### config.mk
export PLATFORM = sky130hd
export DESIGN_NAME = sq_accumulator_flat
export DESIGN_NICKNAME = d
export VERILOG_FILES = /design/src/rtl/sq_acc_pkg.sv /design/src/rtl/sq_accumulator_if.sv /design/src/rtl/sq_accumulator_sq3_lut.sv /design/src/rtl/sq_accumulator.sv /design/src/flat_wrapper.sv
export SDC_FILE = /design/constraint.sdc
export NUM_CORES = 1
export LEC_CHECK = 0
export CAP_MARGIN = 25
export CORE_MARGIN = 2
export CORE_UTILIZATION = 30
export CTS_CLUSTER_DIAMETER = 120
export DETAILED_ROUTE_END_ITERATION = 12
export HOLD_SLACK_MARGIN = 0.02
export PLACE_DENSITY = 0.54
export SYNTH_ARGS = -nofsm -noshare
export SYNTH_HDL_FRONTEND = slang
export SYNTH_HIERARCHICAL = 1
export SYNTH_SLANG_ARGS = --single-unit
### constraint.sdc
create_clock -name clk -period 2.3 [get_ports clk]
set_clock_uncertainty 0.15 [all_clocks]
set_input_delay 0.46 -clock clk [delete_from_list [all_inputs] [get_ports clk]]
set_output_delay 0.46 -clock clk [all_outputs]
set_load 0.01 [all_outputs]
### src/rtl/sq_acc_pkg.sv
// Shared types, widths and the saturating adder for the sum-of-squares stage.
package sq_acc_pkg;

  localparam int IN_W  = 3;
  localparam int SQ_W  = 6;
  localparam int MAX_W = 16;

  typedef enum logic {
    ACCUM = 1'b0,
    HOLD  = 1'b1
  } state_t;

  typedef struct packed {
    logic             ovf;
    logic [MAX_W-1:0] sum;
  } sat_t;

  // Adds two non-negative values and clamps the result to (2^width)-1.
  // The ovf bit reports that clamping happened.
  function automatic sat_t sat_add(input logic [MAX_W-1:0] acc,
                                   input logic [MAX_W-1:0] sq,
                                   input int               width);
    logic [MAX_W:0] s;
    logic [MAX_W:0] lim;
    sat_t           r;
    s   = {1'b0, acc} + {1'b0, sq};
    lim = ({{MAX_W{1'b0}}, 1'b1} << width) - {{MAX_W{1'b0}}, 1'b1};
    if (s > lim) begin
      r.ovf = 1'b1;
      r.sum = lim[MAX_W-1:0];
    end else begin
      r.ovf = 1'b0;
      r.sum = s[MAX_W-1:0];
    end
    return r;
  endfunction

endpackage

### src/rtl/sq_accumulator_if.sv
// Operand input and result output handshakes of the sum-of-squares stage.
interface sq_accumulator_if
  import sq_acc_pkg::*;
#(
  parameter int ACC_W = 8
);

  logic             in_valid;
  logic             in_ready;
  logic [IN_W-1:0]  in_data;
  logic             out_valid;
  logic             out_ready;
  logic [ACC_W-1:0] out_sum;
  logic             out_ovf;

  // Producer of operands and consumer of results.
  modport master (
    output in_valid, in_data, out_ready,
    input  in_ready, out_valid, out_sum, out_ovf
  );

  // The accumulator stage itself.
  modport slave (
    input  in_valid, in_data, out_ready,
    output in_ready, out_valid, out_sum, out_ovf
  );

endinterface

### src/rtl/sq_accumulator_sq3_lut.sv
// Combinational 3-bit to 6-bit squarer implemented as a lookup table.
module sq3_lut
  import sq_acc_pkg::*;
(
  input  logic [IN_W-1:0] a,
  output logic [SQ_W-1:0] sq
);

  // Table lookup of a*a.
  always_comb begin
    sq = '0;
    case (a)
      3'd0:    sq = 6'd0;
      3'd1:    sq = 6'd1;
      3'd2:    sq = 6'd4;
      3'd3:    sq = 6'd9;
      3'd4:    sq = 6'd16;
      3'd5:    sq = 6'd25;
      3'd6:    sq = 6'd36;
      3'd7:    sq = 6'd49;
      default: sq = 6'd0;
    endcase
  end

endmodule

### src/rtl/sq_accumulator.sv
// Accumulates the squares of N_TERMS operands into a saturating sum and
// presents each frame result on a valid/ready output before rearming.
module sq_accumulator
  import sq_acc_pkg::*;
#(
  parameter int N_TERMS = 4,
  parameter int ACC_W   = 8,
  parameter int CNT_W   = 8
) (
  input  logic             clk,
  input  logic             rst,
  input  logic             clr,
  sq_accumulator_if.slave  bus,
  output logic [CNT_W-1:0] term_cnt
);

  state_t           state;
  state_t           state_nxt;
  logic [ACC_W-1:0] acc;
  logic [ACC_W-1:0] acc_d;
  logic             ovf;
  logic             ovf_d;
  logic [CNT_W-1:0] cnt_d;
  logic             load;
  logic             armed;

  logic [SQ_W-1:0]  sq;
  sat_t             add_res;
  logic [ACC_W-1:0] acc_nxt;
  logic             ovf_nxt;
  logic             in_fire;
  logic             out_fire;
  logic             last;

  sq3_lut u_lut (
    .a  (bus.in_data),
    .sq (sq)
  );

  assign add_res  = sat_add(MAX_W'(acc), MAX_W'(sq), ACC_W);
  assign acc_nxt  = add_res.sum[ACC_W-1:0];
  assign ovf_nxt  = ovf | add_res.ovf;

  // in_ready stays low until the first clock edge after reset release.
  assign bus.in_ready  = armed && (state == ACCUM);
  assign bus.out_valid = (state == HOLD);
  assign in_fire       = bus.in_valid && bus.in_ready;
  assign out_fire      = bus.out_valid && bus.out_ready;
  assign last          = (term_cnt == CNT_W'(N_TERMS - 1));

  // Next-state and datapath update; clr overrides both handshakes.
  always_comb begin
    state_nxt = state;
    acc_d     = acc;
    ovf_d     = ovf;
    cnt_d     = term_cnt;
    load      = 1'b0;
    if (clr) begin
      state_nxt = ACCUM;
      acc_d     = '0;
      ovf_d     = 1'b0;
      cnt_d     = '0;
    end else begin
      case (state)
        ACCUM: begin
          if (in_fire) begin
            acc_d = acc_nxt;
            ovf_d = ovf_nxt;
            cnt_d = term_cnt + CNT_W'(1);
            if (last) begin
              load      = 1'b1;
              state_nxt = HOLD;
            end
          end
        end
        HOLD: begin
          if (out_fire) begin
            state_nxt = ACCUM;
            acc_d     = '0;
            ovf_d     = 1'b0;
            cnt_d     = '0;
          end
        end
        default: state_nxt = ACCUM;
      endcase
    end
  end

  // State register plus the one-shot arming flag for in_ready.
  always_ff @(posedge clk or posedge rst) begin
    if (rst) begin
      state <= ACCUM;
      armed <= 1'b0;
    end else begin
      state <= state_nxt;
      armed <= 1'b1;
    end
  end

  // Running sum, sticky overflow and term counter.
  always_ff @(posedge clk or posedge rst) begin
    if (rst) begin
      acc      <= '0;
      ovf      <= 1'b0;
      term_cnt <= '0;
    end else begin
      acc      <= acc_d;
      ovf      <= ovf_d;
      term_cnt <= cnt_d;
    end
  end

  // Result registers: loaded on the last operand, held otherwise.
  always_ff @(posedge clk or posedge rst) begin
    if (rst) begin
      bus.out_sum <= '0;
      bus.out_ovf <= 1'b0;
    end else if (load) begin
      bus.out_sum <= acc_nxt;
      bus.out_ovf <= ovf_nxt;
    end
  end

endmodule

### src/flat_wrapper.sv
// flat-port wrapper written by rule: the top's interface ports become plain ports
module sq_accumulator_flat import sq_acc_pkg::*;
#(
  parameter int N_TERMS = 4,
  parameter int ACC_W   = 8,
  parameter int CNT_W   = 8
)
  (clk, rst, clr, term_cnt, bus_in_valid, bus_in_data, bus_out_ready, bus_in_ready, bus_out_valid, bus_out_sum, bus_out_ovf);
  sq_accumulator_if #(.ACC_W(ACC_W)) bus_i ();
  input  logic clk;
  input  logic rst;
  input  logic clr;
  output logic [CNT_W-1:0] term_cnt;
  input wire logic [$bits(bus_i.in_valid)-1:0] bus_in_valid;
  input wire logic [$bits(bus_i.in_data)-1:0] bus_in_data;
  input wire logic [$bits(bus_i.out_ready)-1:0] bus_out_ready;
  output wire logic [$bits(bus_i.in_ready)-1:0] bus_in_ready;
  output wire logic [$bits(bus_i.out_valid)-1:0] bus_out_valid;
  output wire logic [$bits(bus_i.out_sum)-1:0] bus_out_sum;
  output wire logic [$bits(bus_i.out_ovf)-1:0] bus_out_ovf;
  assign bus_i.in_valid = bus_in_valid;
  assign bus_i.in_data = bus_in_data;
  assign bus_i.out_ready = bus_out_ready;
  assign bus_in_ready = bus_i.in_ready;
  assign bus_out_valid = bus_i.out_valid;
  assign bus_out_sum = bus_i.out_sum;
  assign bus_out_ovf = bus_i.out_ovf;
  sq_accumulator #(.N_TERMS(N_TERMS), .ACC_W(ACC_W), .CNT_W(CNT_W)) u_core (.clk(clk), .rst(rst), .clr(clr), .bus(bus_i), .term_cnt(term_cnt));
endmodule
==> results of run 1 <==
==> per-stage QoR <==
step	instance area [um2]	setup TNS, ns	setup slack (ns)	hold slack (ns)
5_1_grt	2051	0	0.001758	0.3826
3_3_place_gp	1957	-7.117	-0.4625	0.3106
4_1_cts	2051	0	0.1403	0.3455
3_5_place_dp	1957	-8.261	-0.5038	0.3243
6_report	2051	0	0.1330	0.3354
2_1_floorplan	1543	0	0.02735	0.3063
==> flip-flops by register name, summed over array words and instances, names as in the netlist <==
name / count
u_core/acc: 8
u_core/armed: 1
u_core/bus.out_ovf: 1
u_core/bus.out_sum: 8
u_core/bus.out_valid: 1
u_core/ovf: 1
u_core/term_cnt: 8
==> placed cells by master (no fill, tap or decap), types with 3 or more instances in the layout <==
cell type,count
a21oi_1,6
a21oi_2,3
a22o_1,4
buf_4,14
clkbuf_8,3
clkdlybuf4s50_1,23
dfrtp_1,28
dlygate4sd2_1,3
ha_1,4
nand2_1,20
nand3_1,7
nor2_1,13
nor2b_1,3
nor3_1,4
o21ai_0,12
o21ai_1,6
xnor2_1,3
xor2_1,4
==> tightest hold or removal path: stages (launching register included) <==
cell	delay (ns)
dfrtp_1	0.35
nand2_1	0.04
o21ai_0	0.06
==> cells by family after synthesis <==
family | share of synthesized area, %
xor gates and xnor gates | 3.974
AOI/OAI and AO/OA | 16.38
other | 0.4868
buffers and inverters | 4.298
DFF | 45.42
and+or+nand+nor | 20.36
muxes | 2.109
adders and majority gates | 6.975
==> worst max path at each step <==
stage / slack (ns) / end / from / cells after the start
finish: 0.13 / u_core/bus.out_sum[7]$_DFFE_PP0P_ / bus_in_data[2] / 9
global route: 0.002 / u_core/bus.out_sum[1]$_DFFE_PP0P_ / bus_in_data[2] / 9
CTS: 0.14 / u_core/bus.out_sum[7]$_DFFE_PP0P_ / bus_in_data[2] / 9
detailed placement: -0.50 / u_core/bus.out_sum[3]$_DFFE_PP0P_ / bus_in_data[0] / 8
global placement: -0.46 / u_core/bus.out_sum[3]$_DFFE_PP0P_ / bus_in_data[0] / 8
floorplan: 0.03 / u_core/acc[2]$_DFFE_PP0P_ / bus_in_data[0] / 9
==> layer usage <==
metal | vias up | wire length [um] | share of wire, %
met2 | 17 | 1630 | 47
met5 | - | 0 | 0
met1 | 597 | 1691 | 49
met3 | 2 | 97 | 2.8
met4 | 0 | 27 | 0.78
li1 | 632 | - | -
==> final cells by class <==
class	instances	area, um2
fillers	522	2992
clock buffers	3	41.29
repair buffers	41	381.6
multi-input cells	122	832.0
flip-flops and latches	28	700.7
inverters	2	7.507
well taps	70	87.58
==> power breakdown <==
part | total, mW | switching (mW) | internal (mW)
clock network | 0.258 | 0.141 | 0.117
logic | 0.172 | 0.0849 | 0.0874
registers | 0.517 | 0.0124 | 0.505
==> repair_timing <==
item | 4_1_cts | 5_1_grt
setup endpoints to repair | 18 | 2
pin swaps | 5 | 1
endpoints found under the hold margin | 0 | 0
gates resized for setup | 21 | 0
==> reports/qor.csv, run 1 <==
metric,value,unit
run_status,finished clean,
synthTopCellsByArea,"dfrtp_1 45%, o21ai_0 6.2%, ha_1 5.7%, nand2_1 4.9%, nor2_1 3.2%",
die_y,75.71,um
use_met1,19.34,%
grt_pass1_wl,6.065,mm
ys_seq_area_share,45.42,%
cp_slowest_stage_delay,0.29,ns
max-vdd-ir-drop,0.2475,mV
grt_pass1_vias,1277,
diodes,0,
synth_edf_count,0,
cts_made_buffers,3,
met3_usage,2.381,%
worstHoldStart,u_core/bus.out_sum[0]$_DFFE_PP0P_,
min_path_type,reg -> reg,
cts_tree,done,
clkTransAtPathRegs,0.09,ns
ys.flop_type,dfrtp_1,
nets,214,
crit_type,in -> reg,
htreeDepth,1,
wl,3.448,mm
drtIter0Drc,58,
hold_viol,0,
r2r-start,u_core/acc[0]$_DFFE_PP0P_,
hold_buffers,0,
cp.arrival,2.21,ns
final_core_util,40.67,%
yosysMostFrequentCell,dfrtp_1,
drive_above_1_share,18.88,%
min_to,u_core/bus.out_sum[0]$_DFFE_PP0P_,
yosys_register_bits,28,
synth_area,1543,um2
synth_fp_nets,176,
post-cts-setup-buffer-count,0,
finalCriticalPeriod,2.167,ns
root_buffer,clkbuf_8,
min_period_over_period,94.22,%
min_path_cells,2,
path_buf_inv,1,
grtUsageTotal,13.86,%
finalSetupViolCount,0,
leakagePower,0.8865,nW
row_count,26,
grtUsageMet2,22.71,%
path_cells,dlygate4sd2_1 > xor2_1 > and2_1 > ha_1 > nand3_1 > o211ai_1 > and3_4 > nor2_1 > a21oi_1,
crit_fanout,7,
dp_hpwl,2.582,mm
dpl.cell_count,263,
cp-end-kind,flip-flop,
cts_buffer_depth,2,
area.growth.synth_to_final,32.93,%
async_flop_share,100.0,%
fmax,461.5,MHz
detail-route-antenna-nets,0,
avgRoutedWirePerCell,12.96,um
yosysWarningCount,6,
critPathLaunchType,input port,
routed_via_density,4.692,
drtPass1Iterations,4,
antenna_found_initial,0,
power_density,462.2,nW/um2
maxCapViolCount,0,
synth_common_cells,"28 x dfrtp_1, 20 x nand2_1, 19 x o21ai_0",
rsz0062_at_grt,no,
vias,1248,
avgSynthCellArea,9.642,um2
critPathRequiredTime,2.34,ns
clock_latency,0.27,ns
fp.dieW,75.71,um
die_area,5732,um2
io_pins,27,
power,0.9479,mW
drc,0,
yosysTopAreaCell,dfrtp_1,
globalRouteOverflowTotal,0,
synthCells,160,
grt_max_degree,29,
ys_types,39,
reg2reg_slack,0.22,ns
instances_no_fill,266,
cts.sinks,28,
start_util,30.60,%
finalMaxSlewViolations,0,
reg2reg_to,u_core/bus.out_sum[5]$_DFFE_PP0P_,
routabilityCongestion,0.7412,
cp_top_family,simple AND/OR/NAND/NOR gates,
synthDominantCellAreaShare,45.42,%
cpMaxStageDelayCell,ha_1,
busiest_layer,met2,
floorplan.core_area,5042,um2
worst-r2r-cell-count,7,
numPortBuffers,26,
(Power assumes the default switching activity.)
==> run 2, diff against run 1 <==
--- a/config.mk
+++ b/config.mk
@@ -11,7 +11,6 @@
 export CTS_CLUSTER_DIAMETER = 120
 export DETAILED_ROUTE_END_ITERATION = 12
 export HOLD_SLACK_MARGIN = 0.02
-export PLACE_DENSITY = 0.54
 export SYNTH_ARGS = -nofsm -noshare
 export SYNTH_HDL_FRONTEND = slang
 export SYNTH_HIERARCHICAL = 1
==> run 2 against run 1 <==
  * Sequential share of layout area is 0.37 points lower
  * Largest cell class unchanged
  * Combinational power barely moved
  * Clock power rose by 15%
==> reports/qor.csv, run 2 (synthesis results as in run 1) <==
metric,value,unit,change
run_status,finished clean,,unchanged
floorplan.core_area,5042,um2,unchanged
nets,217,,was 214
instances_no_fill,270,,was 266
crit_fanout,3,,was 7
worst-r2r-cell-count,7,,unchanged
cts.sinks,28,,unchanged
dp_slack,-0.5533,ns,was -0.5038 ns
routabilityCongestion,0.8127,,was 0.7412
cts_buffer_depth,2,,unchanged
numPortBuffers,26,,unchanged
detail-route-antenna-nets,0,,unchanged
min_period_over_period,93.47,%,was 94.22%
min_path_cells,2,,unchanged
reg2reg_slack,0.24,ns,was 0.22 ns
row_count,26,,unchanged
routed_via_density,4.659,,was 4.692
root_buffer,clkbuf_8,,unchanged
critPathLaunchType,input port,,unchanged
min_to,u_core/bus.out_sum[4]$_DFFE_PP0P_,,was u_core/bus.out_sum[0]$_DFFE_PP0P_
diodes,0,,unchanged
hold_buffers,0,,unchanged
cpMaxStageDelayCell,fa_1,,was ha_1
wl,3.337,mm,was 3.448 mm
finalSetupViolCount,0,,unchanged
drive_above_1_share,19.50,%,was 18.88%
rsz0062_at_grt,no,,unchanged
avgRoutedWirePerCell,12.36,um,was 12.96 um
io_pins,27,,unchanged
dp_hpwl,2.473,mm,was 2.582 mm
htreeDepth,1,,unchanged
fin_setup_tns,0,ns,unchanged
worstHoldStart,u_core/bus.out_sum[4]$_DFFE_PP0P_,,was u_core/bus.out_sum[0]$_DFFE_PP0P_
power_density,474.6,nW/um2,was 462.2 nW/um2
clkTransAtPathRegs,0.09,ns,about the same
finalCriticalPeriod,2.150,ns,was 2.167 ns
cp-end-kind,flip-flop,,unchanged
globalRouteOverflowTotal,0,,unchanged
crit_path_frequent_cell,nand3_1,,
final_common_cell,dfrtp_1,,unchanged
cts_made_buffers,3,,unchanged
fp.dieW,75.71,um,unchanged
antenna_found_initial,0,,unchanged
area.growth.synth_to_final,34.39,%,was 32.93%
cp_slowest_stage_delay,0.39,ns,was 0.29 ns
grtUsageTotal,13.06,%,was 13.86%
leakagePower,0.9119,nW,was 0.8865 nW
layout_common_cells,"28 x dfrtp_1, 23 x clkdlybuf4s50_1, 20 x nand2_1",,unchanged
reg2reg_to,u_core/bus.out_sum[5]$_DFFE_PP0P_,,unchanged
top_regs,"u_core/acc x8, u_core/bus.out_sum x8, u_core/term_cnt x8",,unchanged
vias,1258,,was 1248
dpl.cell_count,265,,was 263
postLayoutSetupSlackWorst,0.1502,ns,was 0.1330 ns
maxCapViolCount,0,,unchanged
critPathRequiredTime,2.31,ns,was 2.34 ns
drtIter0Drc,54,,was 58
die_y,75.71,um,unchanged
hold_viol,0,,unchanged
grt_max_degree,29,,unchanged
r2r-start,u_core/acc[0]$_DFFE_PP0P_,,unchanged
grt_pass1_vias,1210,,was 1277
clock_latency,0.27,ns,about the same
path_cells,dlygate4sd2_1 > ha_2 > fa_1 > a21oi_2 > o211ai_1 > nand3_1 > nand3_1 > mux2_2,,was dlygate4sd2_1 > xor2_1 > and2_1 > ha_1 > nand3_1 > o211ai_1 > and3_4 > nor2_1 > a21oi_1
fmax,465.2,MHz,was 461.5 MHz
cts_tree,done,,unchanged
crit_type,in -> reg,,unchanged
drtPass1Iterations,4,,unchanged
max-vdd-ir-drop,0.3015,mV,was 0.2475 mV
grt_pass1_wl,5.727,mm,was 6.065 mm
min_path_type,reg -> reg,,unchanged
drc,0,,unchanged
start_util,30.60,%,unchanged
finalMaxSlewViolations,0,,unchanged
die_area,5732,um2,unchanged
cp.arrival,2.16,ns,was 2.21 ns
[run 2: per-stage QoR]
stage | total power [mW] | hold slack, ns | instance area, um2 | utilization, %
global placement | 0.6879 | 0.3114 | 1972 | 39.11
CTS | 0.9978 | 0.3410 | 2073 | 41.12
floorplan | 0.6138 | 0.3063 | 1543 | -
global route | 1.038 | 0.3764 | 2073 | 41.12
finish | 0.9839 | 0.3310 | 2073 | 41.12
detailed placement | 0.6882 | 0.3198 | 1972 | 39.11
[run 2: what timing repair did]
| action | in CTS | in global routing |
|---|---|---|
| resized for setup | 16 | 0 |
| buffers inserted | 1 | 0 |
| pin swaps | 4 | 1 |
| setup endpoints to repair | 18 | 2 |
[run 2: worst max path at each step]
stage | cells after the start | startpoint | end
floorplan | 9 | bus_in_data[0] | u_core/acc[2]$_DFFE_PP0P_
global placement | 8 | bus_in_data[0] | u_core/acc[4]$_DFFE_PP0P_
detailed placement | 8 | bus_in_data[0] | u_core/acc[4]$_DFFE_PP0P_
CTS | 8 | bus_in_data[0] | u_core/bus.out_sum[3]$_DFFE_PP0P_
global route | 8 | bus_in_data[0] | u_core/bus.out_sum[5]$_DFFE_PP0P_
finish | 8 | bus_in_data[0] | u_core/bus.out_sum[5]$_DFFE_PP0P_
[run 2: final cells by class]
class / instances / area (um2)
flip-flops and latches: 28 / 700.7
inverters: 2 / 7.507
repair buffers: 44 / 404.1
fillers: 500 / 2969
well taps: 70 / 87.58
clock buffers: 4 / 55.05
multi-input cells: 122 / 818.3
[run 2: per-layer routing]
layer | GRT usage [%] | routed length (um) | up-vias
met5 | 0 | 0 | -
met4 | 3.509 | 34 | 0
met3 | 2.778 | 56 | 2
met2 | 19.81 | 1495 | 14
met1 | 18.91 | 1750 | 599
li1 | - | - | 643
[run 2: worst max-delay path, delay by kind of cell]
| family | cells | cell delay [ns] |
|---|---|---|
| simple gates | 2 | 0.23 |
| fa+ha+maj | 2 | 0.60 |
| compound gates | 2 | 0.29 |
| buf+inv | 1 | 0.29 |
| mux | 1 | 0.27 |
[run 2: power by group]
| part | internal (mW) | leakage (nW) | switching (mW) |
|---|---|---|---|
| combinational | 0.0872 | 0.497 | 0.0828 |
| clock | 0.153 | 0.0288 | 0.144 |
| sequential | 0.505 | 0.386 | 0.0118 |
| total | 0.745 | 0.912 | 0.239 |
